[config.mk]
export PLATFORM = sky130hd
export DESIGN_NAME = bit_scan_unit
export DESIGN_NICKNAME = d
export VERILOG_FILES = /design/src/rtl/bit_scan_pkg.sv /design/src/rtl/bit_scan_dp.sv /design/src/rtl/bit_scan_unit.sv
export SDC_FILE = /design/constraint.sdc
export NUM_CORES = 1
export LEC_CHECK = 0
export ABC_AREA = 1
export CAP_MARGIN = 10
export CORE_MARGIN = 2
export CORE_UTILIZATION = 35
export DETAILED_ROUTE_END_ITERATION = 16
export SYNTH_ARGS = -nofsm -noshare
export SYNTH_HDL_FRONTEND = slang
export SYNTH_SLANG_ARGS = --single-unit
[constraint.sdc]
create_clock -name clk -period 2.2 [get_ports clk]
set_clock_uncertainty 0.15 [all_clocks]
set_input_delay 0.44 -clock clk [delete_from_list [all_inputs] [get_ports clk]]
set_output_delay 0.44 -clock clk [all_outputs]
set_load 0.03 [all_outputs]
[src/rtl/bit_scan_pkg.sv]
// Shared types and constants for the bit scan engine.
package bit_scan_pkg;

    // Default operand width for the scan engine.
    localparam int DEFAULT_DATA_W = 8;

    // Scan modes as encoded on the mode input. The encoding 2'b11 is folded onto ones counting.
    typedef enum logic [1:0] {
        MODE_ONES  = 2'b00,
        MODE_ZEROS = 2'b01,
        MODE_LZC   = 2'b10
    } scan_mode_t;

    // Controller states.
    typedef enum logic [1:0] {
        IDLE  = 2'b00,
        SHIFT = 2'b01,
        DONE  = 2'b10
    } state_t;

    // Map the raw mode input onto a scan mode. The unused encoding 2'b11 maps to ones counting.
    function automatic scan_mode_t map_mode(input logic [1:0] raw);
        scan_mode_t m;
        case (raw)
            2'b01:   m = MODE_ZEROS;
            2'b10:   m = MODE_LZC;
            default: m = MODE_ONES;
        endcase
        return m;
    endfunction

endpackage

[src/rtl/bit_scan_dp.sv]
// Datapath for the bit scan engine. It holds the shift register, the result counter and the
// bits-left counter. It reports the termination condition and the current MSB to the controller.
module bit_scan_dp
    import bit_scan_pkg::*;
#(
    parameter  int DATA_W = DEFAULT_DATA_W,
    localparam int CNT_W  = $clog2(DATA_W + 1)
) (
    input  logic              clk,
    input  logic              rst_b,
    input  logic              load_i,
    input  logic              shift_i,
    input  logic              inc_i,
    input  scan_mode_t        mode_i,
    input  logic [DATA_W-1:0] data_i,
    output logic              term_o,
    output logic              msb_o,
    output logic [CNT_W-1:0]  count_o
);

    logic [DATA_W-1:0] r1_q, r1_d;
    logic [CNT_W-1:0]  count_q, count_d;
    logic [CNT_W-1:0]  bits_left_q, bits_left_d;
    logic              fill_bit;
    logic              value_term;

    // Datapath registers; reset clears every register and abandons any scan in progress.
    always_ff @(posedge clk or negedge rst_b) begin
        if (!rst_b) begin
            r1_q        <= '0;
            count_q     <= '0;
            bits_left_q <= '0;
        end else begin
            r1_q        <= r1_d;
            count_q     <= count_d;
            bits_left_q <= bits_left_d;
        end
    end

    // Load or shift-and-count. Zeros mode shifts in ones, so the all-ones test stays exact once
    // the real bits are consumed. The other modes shift in zeros.
    always_comb begin
        r1_d        = r1_q;
        count_d     = count_q;
        bits_left_d = bits_left_q;
        fill_bit    = (mode_i == MODE_ZEROS);
        if (load_i) begin
            r1_d        = data_i;
            count_d     = '0;
            bits_left_d = CNT_W'(DATA_W);
        end else if (shift_i) begin
            r1_d        = {r1_q[DATA_W-2:0], fill_bit};
            bits_left_d = bits_left_q - 1'b1;
            if (inc_i) begin
                count_d = count_q + 1'b1;
            end
        end
    end

    // Early exit: nothing left that could change the count, or every bit has been consumed.
    always_comb begin
        case (mode_i)
            MODE_ZEROS: value_term = (r1_q == '1);
            MODE_LZC:   value_term = r1_q[DATA_W-1];
            default:    value_term = (r1_q == '0);
        endcase
        term_o = value_term || (bits_left_q == '0);
    end

    assign msb_o   = r1_q[DATA_W-1];
    assign count_o = count_q;

endmodule

[src/rtl/bit_scan_unit.sv]
// Self-sequencing bit scan engine. It counts ones or zeros, or computes the leading-zero count,
// of a loaded word by shifting it out MSB-first. The controller FSM lives here and drives
// load, shift and increment strobes into bit_scan_dp.
module bit_scan_unit
    import bit_scan_pkg::*;
#(
    parameter  int DATA_W = DEFAULT_DATA_W,
    localparam int CNT_W  = $clog2(DATA_W + 1)
) (
    input  logic              clk,
    input  logic              rst_b,
    input  logic              start,
    input  logic [1:0]        mode,
    input  logic [DATA_W-1:0] data_in,
    output logic              busy,
    output logic              done,
    output logic [CNT_W-1:0]  count
);

    state_t     state_q, state_d;
    scan_mode_t mode_q, mode_d;
    logic       load_s;
    logic       shift_s;
    logic       inc_s;
    logic       dp_term;
    logic       dp_msb;

    // State register, plus the mode captured with the accepted start.
    always_ff @(posedge clk or negedge rst_b) begin
        if (!rst_b) begin
            state_q <= IDLE;
            mode_q  <= MODE_ONES;
        end else begin
            state_q <= state_d;
            mode_q  <= mode_d;
        end
    end

    // Next-state logic. The termination check takes priority over shifting. Start is only
    // honoured in IDLE.
    always_comb begin
        state_d = state_q;
        mode_d  = mode_q;
        case (state_q)
            IDLE: begin
                if (start) begin
                    state_d = SHIFT;
                    mode_d  = map_mode(mode);
                end
            end
            SHIFT: begin
                if (dp_term) begin
                    state_d = DONE;
                end
            end
            DONE:    state_d = IDLE;
            default: state_d = IDLE;
        endcase
    end

    // Output and strobe decode. The increment depends on the mode and on the bit being shifted out.
    always_comb begin
        load_s  = (state_q == IDLE) && start;
        shift_s = (state_q == SHIFT) && !dp_term;
        case (mode_q)
            MODE_ZEROS: inc_s = !dp_msb;
            MODE_LZC:   inc_s = 1'b1;
            default:    inc_s = dp_msb;
        endcase
        busy = (state_q != IDLE);
        done = (state_q == DONE);
    end

    bit_scan_dp #(
        .DATA_W (DATA_W)
    ) u_dp (
        .clk     (clk),
        .rst_b   (rst_b),
        .load_i  (load_s),
        .shift_i (shift_s),
        .inc_i   (inc_s),
        .mode_i  (mode_q),
        .data_i  (data_in),
        .term_o  (dp_term),
        .msb_o   (dp_msb),
        .count_o (count)
    );

endmodule
==> metrics, run 1 <==
core box area 3390 um^2; Final min period 2100 ps; share of cells above drive strength 1 21.0%; I/O Buffers 18; setup ws final 102 ps; largest cells by area after synthesis dfrtp_1 40%, nand2_1 8.7%, nand3_1 8.4%; clk sink count 20; part of the cycle the worst path needs 95.4%; final WL 2.35 mm; Avg Inst Size Synth 8.75 um^2; grt total ovfl 0; #FFs+latches synth 20; max_cap viols 0; row count 21; CTS hold repair buffers 0; area delta synth->final 19.4%; Filler Cell Count 335; Synthesis Warnings 0; Max Buffers Root-to-Sink 2; final slew viol count 0; WS Path Type register to primary output; post-synthesis cell type count 25; fmax 0.477 GHz; Mapped Cells 143; commonest non-fill, non-tap cells in the layout 29 x nand2_1, 21 x nand3_1, 20 x dfrtp_1; Final setup viols 0; Initial Util 36.9%; Sequential Area 500 um^2; final instance area 1490 um^2; TritonCTS Buffers 3; crit start category register; CP required 1610 ps; Power Density 1450 nW/um^2; RSZ-0062 raised after global routing no; commonest non-fill, non-tap cell in the layout nand2_1; Mapped Area 1250 um^2; first-pass GRT wire length 4.24 mm; die height 63.8 um; Die Wd 63.8 um; initial antenna violation count 0; static leakage 0.000699 uW; total track usage 13.1%; Routability Congestion 0.763; placed wire-length estimate 1.73 mm; dpl ws 210 ps; Final ANT Viol Nets 0; H-tree depth 1; postcts setup bufs 0; dpl cell area 1470 um^2; die area 4070 um^2; via count 983; number of global-route vias before repair 972; Fin. Hold Viols 0; Clock transition at path regs 110 ps; Critical Path AT 1510 ps; detailed-route wire length per cell 11.3 um; Synth area leader dfrtp_1; vias per cell 4.73; Synth top area share 40.0%; Remaining DRCs 0; Nets 181; Inst Count DP 205; clk root buf clkbuf_4; Worst Hold Margin 321 ps; Max-slew headroom 78.8%; area of the multi-input gates 652 um^2; IO Count 19; Antenna diodes 0; worst hold path type primary input to async pin; CP endpoint kind primary output; Max FO, Critical Path 2; syn_nets 160; Least-Margin Pin Slew 317 ps; DRT iter0 DRCs 26; Peak VDD IR 0.537 mV; status complete, no violations; Seq/Total Area, Yosys 40.0%; Skew-Pair Late Insertion Delay 300 ps; TritonCTS clock tree yes; final setup TNS 0 ps; drt pass-1 iters 4; final std cells w/o fill 208; largest net degree at the start of global routing 21
[kinds of logic (layout without fill, tap and decap cells)]
kind of cell             count (synthesis)  in the layout  share of synthesized area, %
AND/OR/NAND/NOR                         86             86                          39.5
buffers and inverters                   20             39                          7.90
adder cells (fa/ha/maj)                  4              4                          4.00
flip-flops                              20             20                          40.0
AO/OA/AOI/OAI                            9              9                          5.80
XOR/XNOR                                 4              4                          2.80
[worst paths after layout]
kind / startpoint / endpoint / slack [ps] / cells after the start
min in group clk: mode_q[1] / mode_q[1] / 380 / 2
max in group asynchronous: rst_b / u_dp.r1_q[2] / 1360 / 2
max reg2reg: mode_q[0] / u_dp.count_o[1] / 210 / 10
max: state_q[1] / done / 100 / 3
min: rst_b / u_dp.bits_left_q[3] / 320 / 2
min reg2reg: mode_q[1] / mode_q[1] / 380 / 2
[synth_stat cells (all sizes together)]
cell type  count
nand4          7
dfrtp         20
nand3         29
inv           15
o21ai          4
o22ai          1
nor2          15
a21oi          2
o31ai          1
xor2           3
ha             4
buf            5
a21boi         1
nand2         35
xnor2          1
[timing repair]
item                       4_1_cts  5_1_grt
hold endpoints to repair         0        0
setup endpoints to repair        0        1
resized for setup                0        1
[state kept, by name, indices dropped and copies added (netlist names)]
name / count
u_dp.r1_q: 8
u_dp.bits_left_q: 4
u_dp.count_o: 4
mode_q: 2
state_q: 2
[stage by stage]
step / total power, uW / utilization, %
floorplan: 1770 / -
global placement: 1990 / 43.3
detailed placement: 2020 / 43.3
CTS: 2200 / 44.0
global route: 2380 / 44.1
finish: 2170 / 44.1
[routing by layer]
metal  track usage (%)  part of all wire, %  vias to the layer above
li1                  -                    -                      509
met1              16.9                   47                      454
met2              22.1                   48                       18
met3              2.46                  3.9                        2
met4              4.08                 0.64                        0
met5                 0                    0                        -
[where the power goes]
group / switching (uW) / internal, uW
combinational: 825 / 494
sequential: 143 / 537
clock: 108 / 63.7
[worst max-delay path, stage by stage (launching register included)]
cell and delay (ps):
dfrtp_1 420, inv_2 60, nor2_1 80, clkdlybuf4s50_1 670
[area by class of cell]
| class | instances | area share [%] |
|---|---|---|
| timing repair buffer | 21 | 13.7 |
| tap | 46 | 3.85 |
| multi-input combinational | 103 | 43.6 |
| clock buffer | 3 | 1.51 |
| sequential | 20 | 33.5 |
| inverter | 15 | 3.77 |
Power figures use the tool's default switching activity.
==> run 2, diff against run 1 <==
CAP_MARGIN = 20   (was 10)
==> results of run 2 <==
Final layout, timing and power as in run 1 (identical DEF).
